<file path="src/rtl/spi_seq_pkg.sv">
// spi_seq_pkg: shared state encoding, command-entry layout and default command table
package spi_seq_pkg;
    localparam int P_DATA = 8;
    localparam int P_NCMD = 3;
    localparam int P_MAXB = 8;
    localparam int P_TMO  = 1024;
    localparam int P_NBW  = $clog2(P_MAXB + 1);

    typedef enum logic [3:0] {
        ST_IDLE, ST_PUSH, ST_LAUNCH, ST_WAIT_HI, ST_WAIT_LO, ST_DRAIN, ST_NEXT, ST_DONE, ST_ERR
    } state_t;

    typedef struct packed {
        logic                          op;
        logic [15:0]                   len;
        logic [P_NBW-1:0]              nbytes;
        logic [P_MAXB-1:0][P_DATA-1:0] bytes;
    } entry_t;

    // bytes[0] goes out first, so the first TX byte sits in the lowest lane
    localparam entry_t E0 = '{op: 1'b0, len: 16'd40, nbytes: P_NBW'(3), bytes: 64'h0000_0000_0000_1900};
    localparam entry_t E1 = '{op: 1'b1, len: 16'd40, nbytes: P_NBW'(5), bytes: 64'h0000_00a0_0f04_1900};
    localparam entry_t E2 = '{op: 1'b0, len: 16'd40, nbytes: P_NBW'(3), bytes: 64'h0000_0000_0000_1900};
endpackage

</file>
<file path="src/rtl/spi_seq_rom.sv">
// spi_seq_rom: combinational command table lookup
module spi_seq_rom
    import spi_seq_pkg::*;
#(
    parameter int NCMD = P_NCMD
) (
    input  logic [$clog2(NCMD)-1:0] idx,
    output entry_t                  ent
);
    localparam int IW = $clog2(NCMD);

    assign ent = idx == IW'(1) ? E1 : idx == IW'(2) ? E2 : E0;
endmodule

</file>
<file path="src/rtl/spi_seq_fsm.sv">
// spi_seq_fsm: walks the command table, feeding the TX FIFO, launching SPI transfers and draining RX data
module spi_seq_fsm
    import spi_seq_pkg::*;
#(
    parameter int DATA = P_DATA,
    parameter int NCMD = P_NCMD,
    parameter int MAXB = P_MAXB,
    parameter int TMO  = P_TMO
) (
    input  logic                    clk,
    input  logic                    rst,
    input  logic                    start,
    input  logic                    loop_en,
    output logic [15:0]             len,
    output logic                    op,
    output logic                    work,
    input  logic                    busy,
    output logic [DATA-1:0]         wdata,
    output logic                    wr,
    input  logic                    full,
    input  logic [DATA-1:0]         rdata,
    output logic                    rd,
    input  logic                    empty,
    output logic [DATA-1:0]         rx_data,
    output logic                    rx_valid,
    output logic [$clog2(NCMD)-1:0] cmd_idx,
    output logic                    done,
    output logic                    err
);
    localparam int CW = $clog2(MAXB + 1);
    localparam int BW = $clog2(P_MAXB);
    localparam int TW = $clog2(TMO + 1);
    localparam int IW = $clog2(NCMD);
    localparam logic [15:0] DW = 16'(DATA);

    state_t          state, state_nx;
    entry_t          ent;
    logic [CW-1:0]   cnt, cnt_nx;
    logic [TW-1:0]   tmr, tmr_nx;
    logic [15:0]     rdc, rdc_nx, nrd;
    logic [IW-1:0]   idx_nx;
    logic [DATA-1:0] rx_last;
    logic            pushed, last, tmo_hit;

    spi_seq_rom #(.NCMD(NCMD)) u_rom (.idx(cmd_idx), .ent(ent));

    assign pushed  = cnt == CW'(ent.nbytes);
    assign last    = cmd_idx == IW'(NCMD - 1);
    assign tmo_hit = tmr == TW'(TMO);
    assign nrd     = len / DW;
    assign wr      = state == ST_PUSH && !pushed && !full;
    assign wdata   = state == ST_PUSH && !pushed ? DATA'(ent.bytes[cnt[BW-1:0]]) : '0;
    assign work    = state == ST_LAUNCH;
    assign rd      = state == ST_DRAIN && !empty && rdc < nrd;
    assign done    = state == ST_DONE;
    assign err     = state == ST_ERR;
    // the RX FIFO presents its byte in the cycle after rd, which is when rx_valid is high
    assign rx_data = rx_valid ? rdata : rx_last;

    always_comb begin
        state_nx = state;
        cnt_nx   = cnt;
        tmr_nx   = '0;
        rdc_nx   = rdc;
        idx_nx   = cmd_idx;
        case (state)
            ST_IDLE, ST_DONE, ST_ERR: begin
                state_nx = start ? ST_PUSH : state;
                idx_nx   = start ? '0 : cmd_idx;
                cnt_nx   = start ? '0 : cnt;
            end
            ST_PUSH: begin
                cnt_nx   = cnt + CW'(wr);
                state_nx = pushed && !busy ? ST_LAUNCH : ST_PUSH;
            end
            ST_LAUNCH: state_nx = ST_WAIT_HI;
            ST_WAIT_HI: begin
                tmr_nx   = busy ? '0 : tmr + 1'b1;
                state_nx = busy ? ST_WAIT_LO : tmo_hit ? ST_ERR : ST_WAIT_HI;
            end
            ST_WAIT_LO: begin
                tmr_nx   = busy ? tmr + 1'b1 : '0;
                rdc_nx   = '0;
                state_nx = !busy ? (op ? ST_NEXT : ST_DRAIN) : tmo_hit ? ST_ERR : ST_WAIT_LO;
            end
            ST_DRAIN: begin
                tmr_nx   = tmr + 1'b1;
                rdc_nx   = rdc + 16'(rd);
                state_nx = rdc == nrd ? ST_NEXT : tmo_hit ? ST_ERR : ST_DRAIN;
            end
            ST_NEXT: begin
                cnt_nx   = '0;
                idx_nx   = !last ? cmd_idx + 1'b1 : loop_en ? '0 : cmd_idx;
                state_nx = !last || loop_en ? ST_PUSH : ST_DONE;
            end
            default: state_nx = ST_IDLE;
        endcase
    end

    always_ff @(posedge clk or negedge rst) begin
        if (!rst) begin
            state    <= ST_IDLE;
            cnt      <= '0;
            tmr      <= '0;
            rdc      <= '0;
            cmd_idx  <= '0;
            len      <= '0;
            op       <= 1'b0;
            rx_valid <= 1'b0;
            rx_last  <= '0;
        end else begin
            state    <= state_nx;
            cnt      <= cnt_nx;
            tmr      <= tmr_nx;
            rdc      <= rdc_nx;
            cmd_idx  <= idx_nx;
            rx_valid <= rd;
            if (state == ST_PUSH && state_nx == ST_LAUNCH) begin
                len <= ent.len;
                op  <= ent.op;
            end
            if (rx_valid)
                rx_last <= rdata;
        end
    end
endmodule

</file>
<file path="config.mk">
export PLATFORM = sky130hd
export DESIGN_NAME = spi_seq_fsm
export DESIGN_NICKNAME = d
export VERILOG_FILES = /design/src/rtl/spi_seq_pkg.sv /design/src/rtl/spi_seq_rom.sv /design/src/rtl/spi_seq_fsm.sv
export SDC_FILE = /design/constraint.sdc
export NUM_CORES = 1
export LEC_CHECK = 0
export BUFFER_PORTS_ARGS = -buffer_cell sky130_fd_sc_hd__buf_4
export CAP_MARGIN = 5
export CORE_ASPECT_RATIO = 0.6
export CORE_MARGIN = 4
export CORE_UTILIZATION = 37
export DETAILED_ROUTE_END_ITERATION = 16
export GPL_ROUTABILITY_DRIVEN = 0
export PLACE_DENSITY = 0.61
export SYNTH_ARGS = -nofsm -noshare
export SYNTH_HDL_FRONTEND = slang
export SYNTH_SLANG_ARGS = --single-unit
</file>
<file path="constraint.sdc">
create_clock -name clk -period 4.05 [get_ports clk]
set_clock_uncertainty 0.2 [all_clocks]
set_input_delay 1.0125 -clock clk [delete_from_list [all_inputs] [get_ports clk]]
set_output_delay 1.0125 -clock clk [all_outputs]
set_load 0.02 [all_outputs]
</file>
=== Yosys cells after proc, flatten, opt, wreduce, memory -nomap -nowiden ===
Cells that the tools add are included.

* Flip-flop bits (word level): 63
* Word-level logic and storage cells: 76

* Reductions and logical operators: 19
* Multiplexer cells: 26
* Equal/unequal tests: 16
* Add/sub/neg operators: 4
* Magnitude comparators: 2

{| class="wikitable"
|+ Operators by type and width
! operator !! number
|-
| $mux 85 || 1
|-
| $pmux 11 s3 || 1
|-
| $mux 4 || 8
|-
| $pmux 16 s2 || 1
|-
| $pmux 4 s7 || 1
|-
| $bmux 8 s3 || 1
|-
| $mux 8 || 3
|-
| $mux 11 || 2
|-
| $add 16x1->16 || 1
|-
| $eq 16x13->1 || 1
|-
| $eq 4x3->1 const B || 4
|-
| $lt 16x13->1 || 1
|-
| $eq 4x2->1 const B || 3
|-
| $pmux 4 s3 || 1
|-
| $add 11x1->11 const B || 1
|-
| $eq 11x11->1 const B || 1
|-
| $mux 2 || 5
|-
| $logic_and 1x1->1 || 6
|-
| $logic_not 1->1 || 5
|-
| $add 4x1->4 || 1
|-
| $eq 4x1->1 const B || 1
|-
| $eq 4x4->1 || 1
|-
| $eq 4x4->1 const B || 1
|-
| $logic_not 4->1 || 1
|-
| 14 further kinds || 15
|}

=== Longest topological paths before layout ===
* Depth after elaboration: 8
* Gate-level depth with buffers: 10
* Gate-level depth less buffers: 10

=== By module ===
A second synthesis with hierarchy kept.

* Cell total of the unflattened synthesis: 468
* Area, all modules: 4699.5 µm²

{| class="wikitable"
|+ By module, submodules not included
! module !! instances !! area an instance (µm²) !! cells an instance !! sequential area each (µm²)
|-
| spi_seq_fsm || 1 || 4056.4 || 381 || 1576.5
|-
| spi_seq_rom || 1 || 643.1 || 87 || 0.0
|}

=== Least setup slack after synthesis ===
No wires, ideal clock.

* Path type: flip-flop to output port
* Start: reg cmd_idx[0]
* End: out wdata[3]
* Stages on the path, launching flop included: 8
* Arrival: 2.170 ns
* Slack: 0.668 ns
* Path buffers: 2
* Cells stage by stage: dfrtp_1 nor2b_1 clkbuf_1 ha_1 nand2_1 o31ai_1 nor3_1 buf_4

* Longest elaborated chain between the ends: 6
* Elaborated cells on any way between the ends: 8

{| class="wikitable"
|+ RTL lines
! element !! RTL line !! RTL
|-
| start: declaration || spi_seq_fsm.sv:26 || <nowiki>output logic [$clog2(NCMD)-1:0] cmd_idx,</nowiki>
|-
| start signal: assignment || spi_seq_fsm.sv:116 || <nowiki>cmd_idx <= idx_nx;</nowiki>
|-
| $eq 2x1->1 * || spi_seq_rom.sv:12 || <nowiki>assign ent = idx == IW'(1) ? E1 : idx == IW'(2) ? E2 : E0;</nowiki>
|-
| $mux 85 * || spi_seq_rom.sv:12 ||
|-
| branches (longest 3 deep; another with $bmux 8 s3) || - ||
|-
| $mux 8 * || spi_seq_fsm.sv:52 || <nowiki>assign wdata = state == ST_PUSH && !pushed ? DATA'(ent.bytes[cnt[BW-1:0]]) : '0;</nowiki>
|-
| end: declaration || spi_seq_fsm.sv:18 || <nowiki>output logic [DATA-1:0] wdata,</nowiki>
|}

Every way passes the cells marked *. The select of a mux whose other input is x is not followed.

=== Final worst setup path ===
* Start: reg cmd_idx[0]
* End: out wdata[0]

The elaborated chain is that of the path after synthesis.

==> out/results.tsv <==
stage	metric	value	unit
status	status	complete, no violations	
worst_setup_path	cp-start-kind	flop	
sta	setup_viol	0	
sta	fmax	274	MHz
detailed_routing	first_iter_violations	231	
worst_setup_path	cp_max_fo	7	
sta	hold_ws	0.302	ns
worst_setup_path	reg2reg_to	rdc[13]$_DFFE_PN0P_	
worst_setup_path	crit_path_max_incr_delay	0.59	ns
worst_setup_path	reg2reg_depth	8	
synth	synth.most_common_cell	dfrtp_1	
hold_path	whs_path_depth	1	
clocking	clock-root-buffer	clkbuf_16	
finish	seqCellArea	1200	um2
global_route	first_global_vias	2190	
sta	relSlewSlack	52.6	%
global_route	grt_overflow_total	0	
synth	synth_top_cell_area_share	40.5	%
detailed_routing	vias	2399	
synth	ys_types	60	
power	peakVddDrop	246	uV
sta	rsz0062_at_grt	no	
hold_path	hp-class	reg -> reg	
synth	synth_flop_cell	dfrtp_1	
clocking	post_cts_buffers	0	
global_route	grt_max_degree	49	
detailed_routing	route.detailed.drc	0	
clocking	cts.reportedPaths.clkPinSlew	0.07	ns
worst_setup_path	worstSetupEndpointType	output pin	
synth	syn_area_per_cell	9.32	um2
finish	diodes	0	
synth	ys_warn_count	0	
sta	post-route-period-util	90.0	%
worst_setup_path	cp_cell_sequence	nor2b_1 -> ha_1 -> nand2_1 -> o31ai_1 -> nor3_1 -> buf_4	
floorplan	core-area	7510	um2
placed_design	place_hpwl	5010	um
detailed_routing	drt_first_pass_iters	4	
power	p_leak	1.54	nW
sta	worst_slack	0.404	ns
sta	tightest_slew	0.705	ns
detailed_routing	wl_per_cell	15.1	um
clocking	tritoncts	yes	
floorplan	fp.dieW	124	um
detailed_routing	drt-total-wl	6890	um
global_route	grt_pass1_wl	11400	um
clocking	max-clock-path-buffers	2	
power	total_power	1.73	mW
floorplan	start_util	39.5	%
synth	synth-seq-area-share	40.5	%
finish	area_delta_synth_final	16.4	%
power	p_per_area	501	nW/um2
finish	fin_util	46.0	%
sta	hold_viol	0	
placed_design	place_ws	0.612	ns
global_route	antenna_found_initial	0	
synth	syn_inst	318	
placed_design	io_buffers	40	
hold_path	holdPathEnd	rx_last[6]$_DFF_PN0_	
job	maxCapViolations	0	
synth	ys_ff_latch	48	
floorplan	die_h	77.3	um
finish	multi_input_area	1550	um2
sta	tns	0	ns
placed_design	dp_cells	449	
worst_setup_path	crit_start	cmd_idx[0]$_DFFE_PN0P_	
finish	fill_cells	701	
worst_setup_path	critPathSlowestCell	o31ai_1	
sta	slew_violations	0	
hold_path	holdCritStartpoint	rx_last[6]$_DFF_PN0_	
clocking	holdBufCountCts	0	
floorplan	dieArea	9550	um2
synth	ys_top_cells_by_area	dfrtp_1 (41%), buf_4 (4.8%), nand2_1 (3.9%)	
worst_setup_path	cp_data_required_time	2.84	ns
worst_setup_path	r2r_setup_slack	0.65	ns
worst_setup_path	r2r-start	rdc[13]$_DFFE_PN0P_	
clocking	cts.sinks	48	
finish	fin_cells	457	
clocking	cts_resized	0	
placed_design	dpl_cell_area	3280	um2
clocking	cts_max_level	2	
sta	period_minus_slack	3.65	ns
worst_setup_path	cp.arrival	2.43	ns
synth	synth_edf_count	0	
synth	syn_area	2960	um2
synth	yosysTopAreaCell	dfrtp_1	
worst_setup_path	critPathKind	reg -> out	
clocking	clock_latency	0.30	ns
floorplan	ioPinCount	56	
synth	synthTopCellsByCount	dfrtp_1 (48), nand2_1 (31), nor2_1 (22), buf_4 (19)	
finish	design_area	3450	um2
global_route	grt_use_total	14.9	%
detailed_routing	ant_nets	0	
synth	async_reset_ff_share	100	%
finish	drive_above_1_share	21.2	%
clocking	cts_buffers	5	
detailed_routing	via_per_inst	5.25	
floorplan	rows	24	
finish	nets	376	
## placed cells by master (no fill, tap or decap), drive strengths merged, types with 2 or more instances in the layout
cell,n
o221ai,3
mux2,9
dfrtp,48
o211ai,2
a21oi,13
mux2i,2
a211oi,2
clkinv,2
buf,47
o31ai,4
xnor2,8
nand2b,4
a21o,2
nor2,22
or4,8
or3,3
nand3,14
nor2b,5
nor3b,6
conb,15
o21ai,10
nor4,9
inv,11
and3,3
nand3b,4
nand2,31
nor4b,2
o41ai,2
a31oi,3
nor3,13
a22o,6
clkbuf,5
nand4,5
xor2,3
o22ai,2
ha,9
## report_power, final
group	internal, mW	switching, mW	leakage, nW	total (mW)
registers	0.535	0.0687	0.636	0.604
clock network	0.294	0.194	0.0840	0.488
logic	0.236	0.399	0.825	0.635
## metal layers
layer	up-vias	wire length, um	track usage [%]
li1	1197	-	-
met1	1130	3690	23.2
met2	67	2590	19.0
met3	5	545	5.81
met4	0	65	3.76
met5	-	0	0
## state kept, by name, summed over array words and instances, names as in the netlist
register,cells
rx_last,8
state,4
len,1
rdc,16
tmr,11
cmd_idx,2
rx_valid,1
cnt,4
op,1
## final cells by class
type,instances,area share (%)
multi-input cells,239,45.0
clock inverters,3,1.38
well taps,104,3.77
repair buffers,47,10.2
inverters,11,1.20
flip-flops and latches,48,34.8
clock buffers,5,3.63
## cell families (layout without fill, tap and decap cells)
| kind of cell | Yosys count | after routing | synth area share [%] |
|---|---|---|---|
| buffers and inverters | 45 | 66 | 8.91 |
| other | 1 | 15 | 0.127 |
| AND/OR/NAND/NOR | 134 | 134 | 25.5 |
| adder cells (fa/ha/maj) | 9 | 9 | 3.80 |
| flip-flops | 48 | 48 | 40.5 |
| XOR/XNOR | 11 | 11 | 3.25 |
| multiplexers | 11 | 11 | 4.09 |
| AO/OA/AOI/OAI | 59 | 59 | 13.8 |
## worst max-delay path by stage
| stage | to | slack [ns] |
|---|---|---|
| after floorplan | wdata[3] | 0.67 |
| after global placement | rdc[13]$_DFFE_PN0P_ | 0.70 |
| after detailed placement | rdc[13]$_DFFE_PN0P_ | 0.61 |
| after CTS | wdata[3] | 0.42 |
| after global routing | wdata[3] | 0.22 |
| final | wdata[0] | 0.40 |
## critical path: cells and delay by family, from the launching register on
family | cells | cell delay (ns)
flip-flops | 1 | 0.43
adder cells (fa/ha/maj) | 1 | 0.21
buffers and inverters | 1 | 0.20
AO/OA/AOI/OAI | 1 | 0.59
AND/OR/NAND/NOR | 3 | 0.70
No activity file was read; power rests on OpenSTA's default activity.
